[config.mk]
export PLATFORM = sky130hd
export DESIGN_NAME = drum_mixer
export DESIGN_NICKNAME = d
export VERILOG_FILES = /design/src/rtl/drum_mixer.sv
export SDC_FILE = /design/constraint.sdc
export NUM_CORES = 1
export LEC_CHECK = 0
export ABC_CLOCK_PERIOD_IN_PS = 9170
export CAP_MARGIN = 20
export CORE_MARGIN = 3
export CORE_UTILIZATION = 50
export CTS_CLUSTER_DIAMETER = 40
export CTS_CLUSTER_SIZE = 24
export DETAILED_ROUTE_END_ITERATION = 6
export PLACE_DENSITY = 0.86
export SLEW_MARGIN = 10
export SYNTH_ARGS = -nofsm -noshare
export SYNTH_HDL_FRONTEND = slang
export SYNTH_SLANG_ARGS = --single-unit
export TNS_END_PERCENT = 30
[constraint.sdc]
create_clock -name clk -period 9.17 [get_ports clk]
set_input_delay 0.917 -clock clk [delete_from_list [all_inputs] [get_ports clk]]
set_output_delay 0.917 -clock clk [all_outputs]
set_load 0.01 [all_outputs]
[src/rtl/drum_mixer.sv]
// Drum voice mixer: strobes the voice players, sums attenuated unmuted voices, saturates, writes to codec.
// Optional MIX_CLIP_EN adds a sticky clip flag (clip) with clear input (clip_clr).
module drum_mixer #(
  parameter int NUM_VOICES = 4,
  parameter int SAMPLE_W   = 16,
  parameter int ROM_LAT    = 2
) (
  input  logic                             clk,
  input  logic                             resetn,
  input  logic [NUM_VOICES*SAMPLE_W-1:0]   voice_in,
  input  logic [NUM_VOICES-1:0]            mute,
  input  logic [2*NUM_VOICES-1:0]          atten,
  output logic                             sample_en,
  input  logic                             write_ready,
  output logic                             write,
  output logic signed [SAMPLE_W-1:0]       audio_out,
  output logic                             busy
`ifdef MIX_CLIP_EN
  ,
  input  logic                             clip_clr,
  output logic                             clip
`endif
);

  localparam int ACC_W  = SAMPLE_W + 3;
  localparam int IDX_W  = (NUM_VOICES > 1) ? $clog2(NUM_VOICES) : 1;
  localparam int WAIT_W = (ROM_LAT > 1) ? $clog2(ROM_LAT) : 1;
  localparam logic [IDX_W-1:0]  LAST_VOICE = IDX_W'(NUM_VOICES - 1);
  localparam logic [WAIT_W-1:0] WAIT_LAST  = WAIT_W'(ROM_LAT - 1);

  typedef enum logic [2:0] {
    S_IDLE, S_STROBE, S_WAIT, S_ACCUM, S_SAT, S_WRITE
  } state_t;

  state_t                    state;
  logic signed [ACC_W-1:0]   acc;
  logic [IDX_W-1:0]          vidx;
  logic [WAIT_W-1:0]         wait_cnt;

  logic signed [SAMPLE_W-1:0] cur_voice;
  logic                       cur_mute;
  logic [1:0]                 cur_sh;
  logic signed [ACC_W-1:0]    cur_ext;
  logic signed [ACC_W-1:0]    cur_term;

  // Overflow when the bits above the output sign bit disagree with it.
  function automatic logic sat_hit(input logic signed [ACC_W-1:0] a);
    return !((&a[ACC_W-1:SAMPLE_W-1]) || !(|a[ACC_W-1:SAMPLE_W-1]));
  endfunction

  function automatic logic signed [SAMPLE_W-1:0] saturate(input logic signed [ACC_W-1:0] a);
    if (!sat_hit(a))
      return a[SAMPLE_W-1:0];
    else if (a[ACC_W-1])
      return {1'b1, {(SAMPLE_W-1){1'b0}}};
    else
      return {1'b0, {(SAMPLE_W-1){1'b1}}};
  endfunction

  always_comb begin
    cur_voice = '0;
    cur_mute  = 1'b0;
    cur_sh    = '0;
    for (int i = 0; i < NUM_VOICES; i++) begin
      if (vidx == IDX_W'(i)) begin
        cur_voice = voice_in[i*SAMPLE_W +: SAMPLE_W];
        cur_mute  = mute[i];
        cur_sh    = atten[2*i +: 2];
      end
    end
  end

  assign cur_ext  = {{(ACC_W-SAMPLE_W){cur_voice[SAMPLE_W-1]}}, cur_voice};
  assign cur_term = cur_ext >>> cur_sh;

  assign write = (state == S_WRITE) && write_ready;
  assign busy  = (state != S_IDLE);

  always_ff @(posedge clk or negedge resetn) begin
    if (!resetn) begin
      state     <= S_IDLE;
      sample_en <= 1'b0;
      audio_out <= '0;
      acc       <= '0;
      vidx      <= '0;
      wait_cnt  <= '0;
    end else begin
      sample_en <= 1'b0;
      case (state)
        S_IDLE: begin
          if (write_ready) begin
            state     <= S_STROBE;
            sample_en <= 1'b1;
          end
        end
        S_STROBE: begin
          acc      <= '0;
          vidx     <= '0;
          wait_cnt <= '0;
          state    <= S_WAIT;
        end
        S_WAIT: begin
          if (wait_cnt == WAIT_LAST) state <= S_ACCUM;
          else                       wait_cnt <= wait_cnt + 1'b1;
        end
        S_ACCUM: begin
          if (!cur_mute) acc <= acc + cur_term;
          if (vidx == LAST_VOICE) state <= S_SAT;
          else                    vidx  <= vidx + 1'b1;
        end
        S_SAT: begin
          audio_out <= saturate(acc);
          state     <= S_WRITE;
        end
        S_WRITE: begin
          // Hold the sample (and stop strobing voices) until the codec accepts it.
          if (write_ready) state <= S_IDLE;
        end
        default: state <= S_IDLE;
      endcase
    end
  end

`ifdef MIX_CLIP_EN
  // Set has priority over clear.
  always_ff @(posedge clk or negedge resetn) begin
    if (!resetn)
      clip <= 1'b0;
    else if (state == S_SAT && sat_hit(acc))
      clip <= 1'b1;
    else if (clip_clr)
      clip <= 1'b0;
  end
`endif

endmodule

# Word-level counts from Yosys, hierarchy flattened

Index checks and enable logic that the tools add are counted.

Output and inout port bits: 19
Logic and storage cells: 64
Register bits after elaboration: 42
Input bits: 79

Reductions and logical operators: 13
Shifts and indexed selects: 1
Eq/ne operators: 14
Mux-type cells: 27
Add/subtract/negate cells: 3

Operators by type and width:

| cell                  | number |
|---|---|
| $mux W16              | 6 |
| $pmux W19 S2          | 1 |
| $add A19 B19 Y19      | 1 |
| $mux W19              | 1 |
| $sshr A16 B2 Y19      | 1 |
| $pmux W3 S6           | 1 |
| $mux W3               | 4 |
| $ne A2 B2 Y1 const B  | 6 |
| $mux W2               | 5 |
| $reduce_and A4 Y1     | 2 |
| $mux W1               | 7 |
| $eq A3 B2 Y1 const B  | 2 |
| $eq A3 B3 Y1 const B  | 2 |
| $eq A2 B2 Y1 const B  | 2 |
| $pmux W2 S2           | 1 |
| $reduce_and A2 Y1     | 2 |
| $reduce_bool A2 Y1    | 2 |
| $reduce_or A4 Y1      | 1 |
| $eq A3 B1 Y1 const B  | 1 |
| $logic_not A3 Y1      | 1 |
| $reduce_bool A3 Y1    | 1 |
| $add A2 B1 Y2 const B | 1 |
| $eq A2 B1 Y1 const B  | 1 |
| $logic_not A2 Y1      | 1 |
| 5 further kinds       | 5 |

# Depth between registers and ports, before layout

Depth in word-level cells: 9
Gate-level depth with buffers: 21
Gate-level depth less buffers: 19

# Worst setup path after synthesis

OpenSTA, ideal clock, no wires.

Path type: input to register
From: input port atten[0]
To: register acc[18]
Stages on the path: 18
Path buffers: 1
Required time: 9.051 ns
Setup slack: 4.850 ns
Arrival: 4.200 ns
Library setup time: 0.119 ns
Cells stage by stage: nand3b_1 -> a21oi_1 -> a21oi_1 -> nor2_1 -> a21oi_2 -> buf_2 -> mux2i_1 -> mux2_2 -> ha_1 -> inv_1 -> fa_1 -> nor2b_1 -> o2111ai_1 -> a211oi_1 -> o21ai_0 -> and3_1 -> o21ai_0 -> a21bo_2

Longest elaborated chain between the ends: 8

Ends and longest elaborated chain:

| element               | RTL line | RTL |
|---|---|---|
| start, declared       | 12       | `input logic [2*NUM_VOICES-1:0] atten,` |
| $mux W2 (4 in series) | 65       | `if (vidx == IDX_W'(i)) begin` |
| $sshr A16 B2 Y19      | 74       | `assign cur_term = cur_ext >>> cur_sh;` |
| $add A19 B19 Y19      | 107      | `if (!cur_mute) acc <= acc + cur_term;` |
| $mux W19              | 107      |  |
| $pmux W19 S2          | 89       | `case (state)` |
| end signal, assigned  | 107      |  |
| end, declared         | 36       | `logic signed [ACC_W-1:0] acc;` |

Every way passes these cells. The select of a mux whose other input is x is not followed.
A chain may end at the register's enable or synchronous reset.

# Final worst setup path

From: register vidx[1]
To: register acc[18]

Longest elaborated chain between the ends: 9
Elaborated cells on any way between the ends: 22
Those cells by class: add/sub (1); eq/ne (4); shift (1); mux (14); reduce/logical (2)

Ends and longest elaborated chain:

| element                                           | RTL line | RTL |
|---|---|---|
| start, declared                                   | 37       | `logic [IDX_W-1:0] vidx;` |
| start signal, assigned                            | 109      | `else vidx <= vidx + 1'b1;` |
| $logic_not A2 Y1                                  | 65       |  |
| $mux W16 or $mux W2 (tied branches) (4 in series) | 65       |  |
| $sshr A16 B2 Y19                                  | 74       |  |
| $add A19 B19 Y19                                  | 107      |  |
| $mux W19                                          | 107      |  |
| $pmux W19 S2                                      | 89       |  |

Parallel ways exist; a longest one is shown, timed or not. The select of a mux whose other input is x is not followed.

==> run summary <==
# rows -> 30
Inserted Diodes -> 0
global-route usage over all layers -> 0.234
min cycle time layout -> 5.18 ns
DP HPWL -> 7580 µm
top cells by count, synth -> a21oi_1, nand2_1, nor2_1
DR iter-0 viols -> 173
layout cells sized above 1 -> 0.0678
Final Wtd Congestion -> 0.939
GR Overflow Total -> 0
final hold slack -> 0.510 ns
Area Overhead vs Synth -> 31.0%
Synth Net Count -> 552
wire per inst -> 15.5 µm
sequential share of the synthesized area -> 0.293
Top Layer Used -> met4
Clock Path Buffers -> 2
asr flop ratio synth -> 1.00
dpl cells -> 618
Layout Cells excl Fill -> 627
flops & latches, synth -> 42
EDFF count, synth -> 0
Hold Path Origin -> wait_cnt$_DFFE_PN0P_
CP peak stage delay -> 0.81 ns
core area -> 0.00687 mm²
Synth cell types -> 48
postcts setup bufs -> 0
CP Data Arrival Time -> 5.38 ns
CTS tree -> yes
initial antenna violation count -> 0
main area contributors after synthesis -> dfrtp_1, a21oi_1, ha_1
Worst-path clk slew -> 0.09 ns
Max Fclk -> 193 MHz
Synth area leader -> dfrtp_1
number of global-route vias before repair -> 3,491
count leader, synth -> a21oi_1
final worst-path cycle share -> 0.565
DRC viols -> 0
WL met1 -> 3910 µm
Worst setup startpoint -> vidx[1]$_DFFE_PN0P_
nets -> 633
Final Hold Viols -> 0
Critical Path, Cell by Cell -> inv_1 > ha_1 > nand3b_1 > a21oi_1 > a21oi_1 > nor2_1 > a21oi_2 > buf_8 > mux2i_1 > mux2_2 > ha_1 > inv_1 > fa_1 > nor2b_1 > o2111ai_1 > a211oi_1 > o21ai_0 > and3_1 > o21ai_0 > a21bo_2
Initial Utilization -> 0.522
Final setup violation count -> 0
slowest CP cell -> ha_1
crit path to -> acc[18]$_DFFE_PN0P_
antenna-violating nets left -> 0
Leakage -> 2.09 nW
metal2 WL -> 5280 µm
Worst R2R Start -> vidx[1]$_DFFE_PN0P_
detailed-route wire length -> 9710 µm
largest net degree at the start of global routing -> 43
Max-Cap Viols -> 0
Final Skew -> 0.0112 ns
Critical Path Fanout Max -> 38
Mapped Avg Cell Area -> 7.98 µm²
Via Count -> 3,581
die height -> 90.7 µm
first-pass GRT wire length -> 15,900 µm
IR drop worst, VDD -> 0.278 mV
Crit Path Class -> flip-flop to flip-flop
CTS root buf -> clkbuf_8
Die X -> 90.7 µm
Post-CTS Resized -> 0
Worst R2R Setup Slack -> 3.99 ns
Max Slew Vio Count -> 0
IO buf count -> 97
post-synth top area share -> 0.293
die area -> 0.00822 mm²
hold bufs inserted after CTS -> 0
mapped cell area -> 0.00358 mm²
Synth warnings -> 0
status -> finished clean
Max transition margin -> 0.354
Met3 Routed Length -> 284 µm
Hold Path Class -> flip-flop to flip-flop
worst reg2reg path depth -> 20
routed vias/inst -> 5.71
worst-margin pin slew -> 0.969 ns
Detailed Routing Iterations Pass 1 -> 5
RSZ-0062 raised after global routing -> false
clk_lat worst skew -> 0.31 ns
CP Capture Type -> flip-flop
io pins -> 98
CP required -> 9.37 ns
H-tree Lvls -> 2
post-synthesis cell count -> 449
clk sinks -> 42
Reg-to-Reg End -> acc[18]$_DFFE_PN0P_
setup TNS -> 0 ns
total CTS buffers -> 5
Cell Pwr Density -> 431 mW/mm²
CP startpoint kind -> flip-flop
Main synth FF type -> dfrtp_1
==> through the flow <==
step                 util  setup slack, ns  cell area [µm²]  power (mW)
detailed placement  0.668             3.73             4590        1.88
floorplan               -             4.85             3580        1.52
global route        0.684             3.57             4700        2.22
global placement    0.668             4.00             4590        1.82
finish              0.684             3.99             4700        2.03
CTS                 0.681             3.72             4680        2.01
==> report_power, final <==
| part | internal [mW] | switching, mW | total [mW] |
|---|---|---|---|
| sequential | 0.267 | 0.0682 | 0.336 |
| clock | 0.0550 | 0.0715 | 0.127 |
| combinational | 0.711 | 0.853 | 1.56 |
==> flip-flops by register name, indices dropped and copies added, names as in the netlist <==
register,count
acc,19
audio_out,16
state,3
vidx,2
sample_en,1
wait_cnt,1
==> kinds of logic (layout without fill, tap and decap cells) <==
logic type	Yosys count	after routing	synth area share
AND/OR/NAND/NOR	146	146	0.190
flip-flops	42	42	0.293
AO/OA/AOI/OAI	151	151	0.258
buffers and inverters	40	122	0.0433
XOR/XNOR	12	12	0.0293
multiplexers	34	34	0.101
adder cells (fa/ha/maj)	24	24	0.0859
==> placed cells by master, fill, tap and decap left out, types with 5 or more instances in the layout <==
master,netlist,routed
a21o_1,8,8
mux2_2,16,16
o21ai_0,18,18
a21oi_1,82,82
ha_1,23,23
nand3b_1,19,19
dfrtp_1,42,42
nand2_1,58,58
o31ai_1,8,8
a22o_1,7,7
mux2i_1,18,18
nor2_1,45,45
xnor2_1,9,9
clkbuf_8,0,5
clkdlybuf4s50_1,0,96
inv_1,13,13
==> worst max-delay path: cells and delay by family, from the launching register on <==
family,cells,cell delay (ns)
buf+inv,3,0.40
simple gates,4,0.72
compound gates,8,1.72
fa+ha+maj,3,1.38
flops,1,0.42
mux,2,0.42
==> how the worst min path moves through the flow <==
stage                           endpoint  cells past startpoint
5_1_grt        audio_out[15]$_DFFE_PN0P_                      1
3_5_place_dp   audio_out[15]$_DFFE_PN0P_                      1
2_1_floorplan       wait_cnt$_DFFE_PN0P_                      2
4_1_cts        audio_out[15]$_DFFE_PN0P_                      1
6_report            wait_cnt$_DFFE_PN0P_                      2
3_3_place_gp        wait_cnt$_DFFE_PN0P_                      2
==> cell type report <==
class                      instances  area, µm²
clock inverter                     3       25.0
inverter                          13       48.8
sequential                        42       1050
timing repair buffer             101       1000
clock buffer                       5       68.8
multi-input combinational        367       2380
fill                             574       2170
tap                               96        120
==> metal layers <==
| metal | vias up | track usage |
|---|---|---|
| met1 | 1710 | 0.266 |
| met2 | 79 | 0.446 |
| met4 | 0 | 0.0727 |
| li1 | 1773 | - |
| met5 | - | 0 |
| met3 | 19 | 0.0350 |
Note: power is estimated with default switching activity, not from simulation.
